<file path="config.mk">
export PLATFORM = sky130hd
export DESIGN_NAME = seq_divider_64bit
export DESIGN_NICKNAME = d
export VERILOG_FILES = /design/src/rtl/seq_divider_64bit.sv
export SDC_FILE = /design/constraint.sdc
export NUM_CORES = 1
export LEC_CHECK = 0
export CAP_MARGIN = 25
export CORE_MARGIN = 2
export CORE_UTILIZATION = 39
export DETAILED_ROUTE_END_ITERATION = 16
export GPL_TIMING_DRIVEN = 0
export PLACE_DENSITY = 0.58
export SETUP_SLACK_MARGIN = 0.3
export SLEW_MARGIN = 20
export SYNTH_ARGS = -nofsm -noshare
export SYNTH_HDL_FRONTEND = slang
export SYNTH_SLANG_ARGS = --single-unit
</file>
<file path="constraint.sdc">
create_clock -name clk -period 30.7 [get_ports clk]
set_input_delay 7.675 -clock clk [delete_from_list [all_inputs] [get_ports clk]]
set_output_delay 7.675 -clock clk [all_outputs]
set_load 0.02 [all_outputs]
</file>
<file path="src/rtl/seq_divider_64bit.sv">
// seq_divider_64bit: iterative restoring divider producing one quotient bit
// per clock. It returns quotient and remainder and flags divide by zero.
// Optional macro SEQ_DIV_SIGNED_EN adds the is_signed input. With it, signed
// operands are converted to magnitudes, and the results get their signs back
// on the final edge.
module seq_divider_64bit #(
  parameter int WIDTH = 64
) (
  input  logic             clk,
  input  logic             rst,
  input  logic             start,
  input  logic [WIDTH-1:0] dividend,
  input  logic [WIDTH-1:0] divisor,
`ifdef SEQ_DIV_SIGNED_EN
  input  logic             is_signed,
`endif
  output logic             busy,
  output logic             done,
  output logic [WIDTH-1:0] quotient,
  output logic [WIDTH-1:0] remainder,
  output logic             error
);

  localparam int CNT_W = $clog2(WIDTH + 1);

  typedef enum logic [1:0] {
    S_IDLE = 2'd0,
    S_RUN  = 2'd1,
    S_ZERO = 2'd2,
    S_DONE = 2'd3
  } state_t;

  state_t           r_state, w_state_next;
  logic [WIDTH-1:0] r_rem_acc, w_rem_next;
  logic [WIDTH-1:0] r_q_shift, w_q_next;
  logic [WIDTH-1:0] r_divisor, w_div_next;
  logic [CNT_W-1:0] r_count, w_count_next;
  logic             r_busy, w_busy_next;
  logic             r_done, w_done_next;
  logic [WIDTH-1:0] r_quotient, w_quot_next;
  logic [WIDTH-1:0] r_remainder, w_remd_next;
  logic             r_error, w_err_next;

  // Operand magnitudes presented to the unsigned core on the accept edge.
  logic [WIDTH-1:0] w_dvd_mag;
  logic [WIDTH-1:0] w_dvs_mag;

  // One restoring step. The partial remainder keeps the bit shifted out of
  // rem_acc, so divisors above 2^(WIDTH-1) still divide correctly. The trial
  // difference is formed as A + ~B + 1 with one extra sign bit.
  logic [WIDTH:0]   w_shifted;
  logic [WIDTH+1:0] w_trial;
  logic             w_trial_neg;
  logic [WIDTH-1:0] w_rem_step;
  logic [WIDTH-1:0] w_q_step;
  logic [WIDTH-1:0] w_q_final;
  logic [WIDTH-1:0] w_rem_final;
  logic             w_unused_trial_bit;

  assign w_shifted   = {r_rem_acc, r_q_shift[WIDTH-1]};
  assign w_trial     = {1'b0, w_shifted} + {2'b11, ~r_divisor}
                     + {{(WIDTH+1){1'b0}}, 1'b1};
  assign w_trial_neg = w_trial[WIDTH+1];
  // A kept difference is below the divisor, so this bit is always zero.
  assign w_unused_trial_bit = w_trial[WIDTH];
  assign w_rem_step  = w_trial_neg ? w_shifted[WIDTH-1:0] : w_trial[WIDTH-1:0];
  assign w_q_step    = {r_q_shift[WIDTH-2:0], ~w_trial_neg};

`ifdef SEQ_DIV_SIGNED_EN
  logic r_neg_q, w_neg_q_next;
  logic r_neg_r, w_neg_r_next;
  logic w_dvd_neg;
  logic w_dvs_neg;

  assign w_dvd_neg   = is_signed & dividend[WIDTH-1];
  assign w_dvs_neg   = is_signed & divisor[WIDTH-1];
  assign w_dvd_mag   = w_dvd_neg ? -dividend : dividend;
  assign w_dvs_mag   = w_dvs_neg ? -divisor : divisor;
  // The quotient is negative when the signs differ. The remainder follows
  // the dividend. MIN_INT / -1 gives 2^(WIDTH-1), which negates back to MIN_INT.
  assign w_q_final   = r_neg_q ? -w_q_step : w_q_step;
  assign w_rem_final = r_neg_r ? -w_rem_step : w_rem_step;
`else
  assign w_dvd_mag   = dividend;
  assign w_dvs_mag   = divisor;
  assign w_q_final   = w_q_step;
  assign w_rem_final = w_rem_step;
`endif

  // Next-state and datapath decode: accept, iterate, zero-divide shortcut.
  always_comb begin
    w_state_next = r_state;
    w_rem_next   = r_rem_acc;
    w_q_next     = r_q_shift;
    w_div_next   = r_divisor;
    w_count_next = r_count;
    w_busy_next  = r_busy;
    w_done_next  = 1'b0;
    w_quot_next  = r_quotient;
    w_remd_next  = r_remainder;
    w_err_next   = r_error;
`ifdef SEQ_DIV_SIGNED_EN
    w_neg_q_next = r_neg_q;
    w_neg_r_next = r_neg_r;
`endif
    case (r_state)
      S_IDLE, S_DONE: begin
        if (start) begin
          w_busy_next  = 1'b1;
          w_rem_next   = '0;
          w_div_next   = w_dvs_mag;
          w_count_next = CNT_W'(WIDTH);
`ifdef SEQ_DIV_SIGNED_EN
          w_neg_q_next = w_dvd_neg ^ w_dvs_neg;
          w_neg_r_next = w_dvd_neg;
`endif
          if (divisor == '0) begin
            // Keep the untouched dividend; it becomes the remainder.
            w_state_next = S_ZERO;
            w_q_next     = dividend;
          end else begin
            w_state_next = S_RUN;
            w_q_next     = w_dvd_mag;
          end
        end else begin
          w_state_next = S_IDLE;
        end
      end
      S_RUN: begin
        w_rem_next   = w_rem_step;
        w_q_next     = w_q_step;
        w_count_next = r_count - CNT_W'(1);
        // The last step retires here, so results land on the same edge.
        if (r_count == CNT_W'(1)) begin
          w_state_next = S_DONE;
          w_done_next  = 1'b1;
          w_busy_next  = 1'b0;
          w_quot_next  = w_q_final;
          w_remd_next  = w_rem_final;
          w_err_next   = 1'b0;
        end
      end
      S_ZERO: begin
        w_state_next = S_DONE;
        w_done_next  = 1'b1;
        w_busy_next  = 1'b0;
        w_quot_next  = '1;
        w_remd_next  = r_q_shift;
        w_err_next   = 1'b1;
      end
      default: w_state_next = S_IDLE;
    endcase
  end

  // State and datapath registers, cleared asynchronously by rst.
  always_ff @(posedge clk or posedge rst) begin
    if (rst) begin
      r_state     <= S_IDLE;
      r_rem_acc   <= '0;
      r_q_shift   <= '0;
      r_divisor   <= '0;
      r_count     <= '0;
      r_busy      <= 1'b0;
      r_done      <= 1'b0;
      r_quotient  <= '0;
      r_remainder <= '0;
      r_error     <= 1'b0;
`ifdef SEQ_DIV_SIGNED_EN
      r_neg_q     <= 1'b0;
      r_neg_r     <= 1'b0;
`endif
    end else begin
      r_state     <= w_state_next;
      r_rem_acc   <= w_rem_next;
      r_q_shift   <= w_q_next;
      r_divisor   <= w_div_next;
      r_count     <= w_count_next;
      r_busy      <= w_busy_next;
      r_done      <= w_done_next;
      r_quotient  <= w_quot_next;
      r_remainder <= w_remd_next;
      r_error     <= w_err_next;
`ifdef SEQ_DIV_SIGNED_EN
      r_neg_q     <= w_neg_q_next;
      r_neg_r     <= w_neg_r_next;
`endif
    end
  end

  assign busy      = r_busy;
  assign done      = r_done;
  assign quotient  = r_quotient;
  assign remainder = r_remainder;
  assign error     = r_error;

endmodule

</file>
Word-level counts from Yosys, hierarchy flattened
Cells that the tools add are included.
{ "classes": {"n_mux": 21, "eq_ne": 6, "multipliers": 0, "reduce_logical": 9, "bitwise": 2, "addsub": 3, "n_lt_le_gt_ge": 0, "div_mod_pow": 0, "n_shift": 0} }
{ "op_table": {"columns": ["cell", "n"], "rows": [
  ["case mux 64 bit (2 select lines)", 4],
  ["2-to-1 mux 64 bit", 5],
  ["adder 65 x 66 -> 66 bit", 1],
  ["adder 66 x 1 -> 66 bit, second input constant", 1],
  ["zero test 64 bit", 1],
  ["NOT 64 bit", 1],
  ["case mux 7 bit (2 select lines)", 1],
  ["AND reduction 2 bit", 4],
  ["equality test 7 x 1 -> 1 bit, second input constant", 1],
  ["2-to-1 mux 7 bit", 1],
  ["subtractor 7 x 1 -> 7 bit, second input constant", 1],
  ["2-to-1 mux 2 bit", 3],
  ["case mux 2 bit (3 select lines)", 1],
  ["equality test 2 bit, second input constant", 2],
  ["inequality test 2 bit, second input constant", 2],
  ["case mux 1 bit (2 select lines)", 2],
  ["nonzero test 2 bit", 2],
  ["2-to-1 mux 1 bit", 3],
  ["case mux 1 bit (3 select lines)", 1],
  ["equality test 2 x 1 -> 1 bit, second input constant", 1],
  ["zero test 2 bit", 1],
  ["OR reduction 2 bit", 1],
  ["NOT 1 bit", 1]
]} }
{ "totals": {"mem_bits_rw": 0, "ff_bits": 332, "memories": 0, "latchBits": 0, "output_inout_bits": 131, "input_bits": 131, "elab_cells": 51, "romBits": 0} }

Depth between registers and ports, before layout
Gate-level depths: netlist of run 1.
{ "logic_depth": {"word_depth": 6, "depth_mapped": 17, "ltp_nobuf": 13} }

Worst setup path before layout of run 1
Ideal clock, no wire load.
{ "synth_path": {"kind": "input-to-reg", "from": "input start", "to": "register r_rem_acc[62]", "n_path_buf": 3, "required_time_ns": 30.605, "path_stages": 7, "arrival_time_ns": 8.817, "path_slack_ns": 21.787, "setup_ns": 0.095, "cell_sequence": "nand2_1 -> o21a_1 -> clkbuf_1 -> buf_1 -> clkbuf_1 -> nand2_1 -> o31ai_1"} }
{ "synth_via": {"elab_chain_len": 2} }
{ "synth_rtl": {"columns": ["item", "line", "source"], "rows": [
  ["start, declared", "11", "input logic start,"],
  ["inequality test 2 bit (no line)", null, null],
  ["AND reduction 2 bit (no line)", null, null],
  ["end signal, assigned", "174", "r_rem_acc <= w_rem_next;"],
  ["end, declared", "34", "logic [WIDTH-1:0] r_rem_acc, w_rem_next;"]
]} }
Every way passes these cells.
A chain may end at the register's enable or synchronous reset.

Worst setup path in the final report of run 1
{ "layout_path": {"from": "input start", "to": "register r_rem_acc[22]"} }
Same word-level chain as after synthesis.

==> results_dict.tcl, run 1 <==
set metrics [dict create \
    status "complete, no violations" \
    netlist_top_cells_area "dfrtp_1, nand2_1, mux2_2" \
    fmax_mhz 98.38 \
    htree_levels 2 \
    synth_top_area_cell "dfrtp_1" \
    hold_buffers 0 \
    hold-path-endpoint "remainder[2]" \
    post_drt_wl_per_cell_um 23.42 \
    gp_congestion 0.9365 \
    fin_skew_ps 11.59 \
    power_frac_clock_pct 17.1 \
    grt_pass1_wl_mm 105.3 \
    insertion_delay_ps 570 \
    grt_busiest_layer "met2" \
    worstPathRequired_ps 31180 \
    synth_ff_type "dfrtp_1" \
    first_iter_violations 1693 \
    power_leakage_nw 10.31 \
    wl_mm 69.88 \
    power.internal_mw 1.585 \
    cp-start-kind "input port" \
    antenna_found_initial 0 \
    clk_path_buf_depth 3 \
    first_pass_iters 6 \
    dieArea_mm2 0.04999 \
    ir_drop_mv 0.04267 \
    grt_overflow_total 0 \
    p_sw_share_pct 47.04 \
    synth.avg_cell_area_um2 9.250 \
    drive_above_1_share_pct 8.193 \
    fp.dieH_um 223.6 \
    grt_usage_pct 27.72 \
    reg2reg_slack_ps 26300 \
    ios 262 \
    post_cts.repair.setup_buffers 0 \
    rows 80 \
    cts_root_buf "clkbuf_16" \
    hold_class "reg2reg" \
    hold_viol 0 \
    cts.clk_slew.worst_paths_ps 60 \
    p_comb_share_pct 55.8 \
    min_from "remainder[2]" \
    syn2layout_area_growth_pct 25.93 \
    end_kind "register" \
    syn_inst 2033 \
    final_nets 2539 \
    final_core_util_pct 49.70 \
    core_mm2 0.04765 \
    use_met1_pct 40.70 \
    cts_tree "done" \
    drv_slew 0 \
    yosysTopAreaCellShare_pct 44.18 \
    ys.warnings.count 0 \
    power_density_mw_per_mm2 126.4 \
    num_antenna_cells 0 \
    rsz0062_at_grt "false" \
    cp_max_fo 10 \
    use_met3_pct 2.991 \
    drtAntennaViolNets 0 \
    grt_max_degree 103 \
    crit_type "in2reg" \
    synth_edf_count 0 \
    vias_per_cell 5.747 \
    slew_headroom_pct 31.62 \
    synth_fp_nets 2233 \
    numCtsBuffers 40 \
    clock-sinks 332 \
    dp_hpwl_mm 55.14 \
    maxCapViolCount 0 \
    ys_async_sr_fraction_pct 100.0 \
    p_seq_share_pct 27.2 \
    finalHoldWorstSlack_ps 474.9 \
    nFillCells 4566 \
    die_w_um 223.6 \
    ctsResizeCount 0 \
    critPathArrivalTime_ps 10640 \
    io_buffers 261 \
    period_needed_ps 10170 \
    via_count 17140 \
    hold_depth 1 \
    timing.setup.tns_ps 0 \
    synth-seq-cells 332 \
    reg2reg_depth 13 \
    netlist_area_mm2 0.01880 \
    power.switching_mw 1.408 \
    start_util_pct 39.47 \
    min_period_over_period_pct 33.11 \
    use_met2_pct 43.48 \
    seq_area_frac_synth_pct 44.18 \
    finalSetupViolCount 0 \
    max_slew.worst_pin.slew_ps 1026 \
    first_global_vias 16560 \
    remaining_drc_errors 0 \
    yosysUniqueCellTypes 77 \
    r2r-start "r_rem_acc[56]" \
    r2r_end "r_rem_acc[58]" \
]
==> worst max-delay path by stage <==
stage	start	endpoint	slack, ps	cells past startpoint
after global placement	rst	r_divisor[22]	9490	2
final	start	r_rem_acc[22]	20540	8
after global routing	start	r_rem_acc[24]	20390	8
after CTS	start	r_rem_acc[19]	20540	8
after floorplan	rst	busy	13830	1
after detailed placement	start	r_rem_acc[19]	19950	8
==> Yosys cell counts, drive strengths merged (10+ instances only) <==
cell / count
nand2: 298
o21a: 14
and3: 12
ha: 68
a211oi: 13
mux2: 88
a22oi: 11
nor3: 21
dfrtp: 332
a31oi: 31
and2: 12
nor4: 21
nand3: 52
a22o: 10
clkbuf: 95
inv: 118
o21bai: 17
xor2: 18
a21oi: 128
or3: 17
nand4: 27
o21ai: 182
o211ai: 33
xnor2: 26
o22a: 14
mux2i: 98
nor2: 94
a21o: 40
o221ai: 10
buf: 25
==> cells by family after synthesis <==
| kind of cell | count (synthesis) | synth area share (%) |
|---|---|---|
| adder cells (fa/ha/maj) | 69 | 4.631 |
| multiplexers | 186 | 10.49 |
| AND/OR/NAND/NOR | 579 | 13.75 |
| AO/OA/AOI/OAI | 584 | 19.88 |
| XOR/XNOR | 44 | 2.049 |
| buffers and inverters | 239 | 5.017 |
| flip-flops | 332 | 44.18 |
==> cell usage in the layout, fill, tap and decap left out, types with 52 or more instances in the layout <==
| master | n |
|---|---|
| clkbuf_1 | 99 |
| o21ai_0 | 174 |
| mux2i_1 | 98 |
| nor2_1 | 94 |
| nand2_1 | 297 |
| ha_1 | 68 |
| dfrtp_1 | 332 |
| clkdlybuf4s50_1 | 261 |
| mux2_2 | 88 |
| a21oi_1 | 127 |
| inv_1 | 117 |
| nand3_1 | 52 |
==> stage by stage <==
step	worst slack [ps]	instances	cell area (µm²)	power, mW
finish	20540	2983	23680	2.994
CTS	20540	2983	23670	2.983
floorplan	13830	2033	18800	1.829
detailed placement	19950	2912	22280	2.465
global placement	9486	2909	22190	2.440
global route	20390	2983	23680	3.182
==> sequential cells by signal, summed over array words and instances, names as in the netlist <==
register   cells
r_state        2
r_rem_acc     64
quotient      64
error          1
r_q_shift     64
r_divisor     64
busy           1
done           1
r_count        7
remainder     64
==> per-layer routing <==
layer  vias to the layer above  wire [µm]  share of wire, %
met3                        80       4189               6.0
met5                         -          0                 0
li1                       7916          -                 -
met1                      8539      32510                47
met2                       609      31610                45
met4                         0       1561               2.2
==> layout make-up <==
cell class | count | area [µm²] | share of cell area [%]
plain buffers | 120 | 496.7 | 2.098
multi-input cells | 1462 | 9559 | 40.37
clock inverters | 19 | 291.5 | 1.231
flip-flops and latches | 332 | 8308 | 35.08
inverters | 119 | 454.2 | 1.918
well taps | 615 | 769.5 | 3.249
clock buffers | 52 | 1106 | 4.671
repair buffers | 264 | 2695 | 11.38
==> worst max-delay path, cell delays in order <==
cell             delay (ps)
clkdlybuf4s50_1         530
nand2_1                 180
o21a_1                  140
clkbuf_1                550
clkbuf_1                650
clkbuf_1                690
nand2_1                 100
o21ai_0                 100
==> power groups by stage <==
stage          Combinational [mW]  Clock [mW]  Sequential, mW
4_1_cts                      1.66       0.517           0.810
6_report                     1.67       0.512           0.813
3_5_place_dp                 1.65           0           0.816
3_3_place_gp                 1.63           0           0.811
5_1_grt                      1.81       0.533           0.835
2_1_floorplan               0.991           0           0.837
Note: power is estimated with default switching activity, not from simulation.
==> run 2: changes to the inputs <==
==> constraint.sdc (replaced) <==
create_clock -name clk -period 10.2 [get_ports clk]
set_input_delay 2.55 -clock clk [delete_from_list [all_inputs] [get_ports clk]]
set_output_delay 2.55 -clock clk [all_outputs]
set_load 0.02 [all_outputs]
==> run 2 against run 1 <==
Net effect:
- power rose to 3.0 times the previous value
- final area rose by 0.33%
- register-to-register slack got worse by 21000 ps
- hold slack improved by 15 ps
- non-clock buffer count rose by 8
- critical endpoint is now r_rem_acc[19]
- largest cell class unchanged
==> results_dict.tcl, run 2 (same netlist as run 1, synthesis figures left out) <==
set metrics [dict create \
    status "complete, no violations" \
    final_common_cell "dfrtp_1" \
    power_density_mw_per_mm2 376.2 \
    maxCapViolCount 0 \
    r2r-start "r_q_shift[63]" \
    max_stage_delay_ps 690 \
    final_nets 2546 \
    first_iter_violations 1528 \
    ir_drop_mv 0.1245 \
    hold_class "reg2reg" \
    ctsResizeCount 0 \
    place_inst 2920 \
    ios 262 \
    drtAntennaViolNets 0 \
    hold_viol 0 \
    fin_cells 2990 \
    reg2reg_slack_ps 5760 \
    rsz0062_at_grt "false" \
    crit_type "in2reg" \
    cpMostUsedCell "clkbuf_1" \
    timing.setup.tns_ps 0 \
    period_needed_ps 5097 \
    dp_hpwl_mm 55.66 \
    cts.clk_slew.worst_paths_ps 60 \
    drive_above_1_share_pct 8.295 \
    worstPathRequired_ps 10680 \
    htree_levels 2 \
    num_antenna_cells 0 \
    grt_max_degree 35 \
    remaining_drc_errors 0 \
    rows 80 \
    final_cell_mix "dfrtp_1, nand2_1, clkdlybuf4s50_1" \
    cp_num_cells 8 \
    clock-sinks 332 \
    clk_path_buf_depth 3 \
    post_cts.repair.setup_buffers 0 \
    critPathArrivalTime_ps 5570 \
    wl_mm 69.68 \
    antenna_found_initial 1 \
    grt_usage_pct 27.60 \
    io_buffers 261 \
    r2r_end "r_rem_acc[25]" \
    crit_start "start" \
    nFillCells 4488 \
    min_period_over_period_pct 49.97 \
    reg2reg_depth 14 \
    finalSetupViolCount 0 \
    critical_path_buf_inv_count 4 \
    via_count 17090 \
    cp-start-kind "input port" \
    cts_root_buf "clkbuf_16" \
    fp.dieH_um 223.6 \
    core_mm2 0.04765 \
    drv_slew 0 \
    fin_skew_ps 14.75 \
    insertion_delay_ps 570 \
    power_leakage_nw 10.33 \
    max_slew.worst_pin.slew_ps 933.2 \
    gp_congestion 0.9561 \
    cts_tree "done" \
    cp_cell_sequence "clkdlybuf4s50_1, nand2_1, o21a_1, clkbuf_1, clkbuf_1, clkbuf_1, nand2_1, o21ai_0" \
    post_drt_wl_per_cell_um 23.31 \
    finalHoldWorstSlack_ps 489.6 \
    grt_overflow_total 0 \
    syn2layout_area_growth_pct 26.34 \
    worstSetupEndpoint "r_rem_acc[19]" \
    hold_depth 2 \
    first_global_vias 16790 \
    slowest_stage "clkbuf_1" \
    crit_family "buffers and inverters" \
    start_util_pct 39.47 \
    slew_headroom_pct 37.79 \
    dieArea_mm2 0.04999 \
    end_kind "register" \
    numCtsBuffers 39 \
    grt_pass1_wl_mm 104.9 \
    fmax_mhz 196.2 \
    cp_max_fo 10 \
    final_core_util_pct 49.86 \
    first_pass_iters 5 \
    hold_buffers 0 \
    die_w_um 223.6 \
    vias_per_cell 5.714 \
]
[run 2: cell types whose count changed in the layout (fill, tap and decap cells not counted), moves of 2 or more]
cell,change
buf_12,+10
buf_16,-2
clkbuf_1,+5
clkinv_2,-3
bufinv_16,-2
[run 2: worst min-delay path by stage]
stage                  start             to  slack (ps)
2_1_floorplan  r_rem_acc[63]  r_rem_acc[63]         450
4_1_cts                error          error         490
6_report               error          error         490
5_1_grt         remainder[2]   remainder[2]         510
3_3_place_gp   remainder[35]  remainder[35]         460
3_5_place_dp           error          error         480
[run 2: cell type report]
| cell class | instances | area, µm² | share of cell area [%] |
|---|---|---|---|
| Tap cell | 615 | 769.5 | 3.239 |
| Timing Repair Buffer | 272 | 2840 | 11.95 |
| Sequential cell | 332 | 8308 | 34.97 |
| Multi-Input combinational cell | 1462 | 9565 | 40.26 |
| Clock buffer | 56 | 1111 | 4.677 |
| Clock inverter | 14 | 216.5 | 0.9111 |
| Inverter | 119 | 450.4 | 1.896 |
| Buffer | 120 | 496.7 | 2.091 |
[run 2: report_power, final]
part / internal (mW) / switching (mW)
logic: 1.92 / 3.09
registers: 1.91 / 0.546
clock network: 0.887 / 0.577
total: 4.72 / 4.22
[run 2: through the flow]
stage,total power [mW],cell area (µm²),worst slack (ps)
after global placement,7.332,22190,698.9
after floorplan,5.504,18810,3215
after detailed placement,7.422,22420,4606
after CTS,8.918,23750,5182
final,8.938,23760,5103
after global routing,9.497,23760,5026
[run 2: routing by layer]
layer / vias up / GRT usage, % / share of wire, %
met4: 0 / 7.312 / 2.6
met5: - / 0 / 0
met2: 630 / 43.16 / 45
li1: 7927 / - / -
met3: 95 / 3.646 / 6.6
met1: 8433 / 40.33 / 46
[run 2: worst register-to-register path, cell delays in order, from the launching register on]
cell and delay (ps):
dfrtp_1 440, inv_1 130, ha_1 240, nor2b_1 180
o2111ai_1 230, a211oi_2 380, o211ai_1 170, and3_1 160
buf_2 170, a221o_1 490, nand2_2 270, buf_4 320
buf_4 320, mux2i_1 620, o21ai_0 150
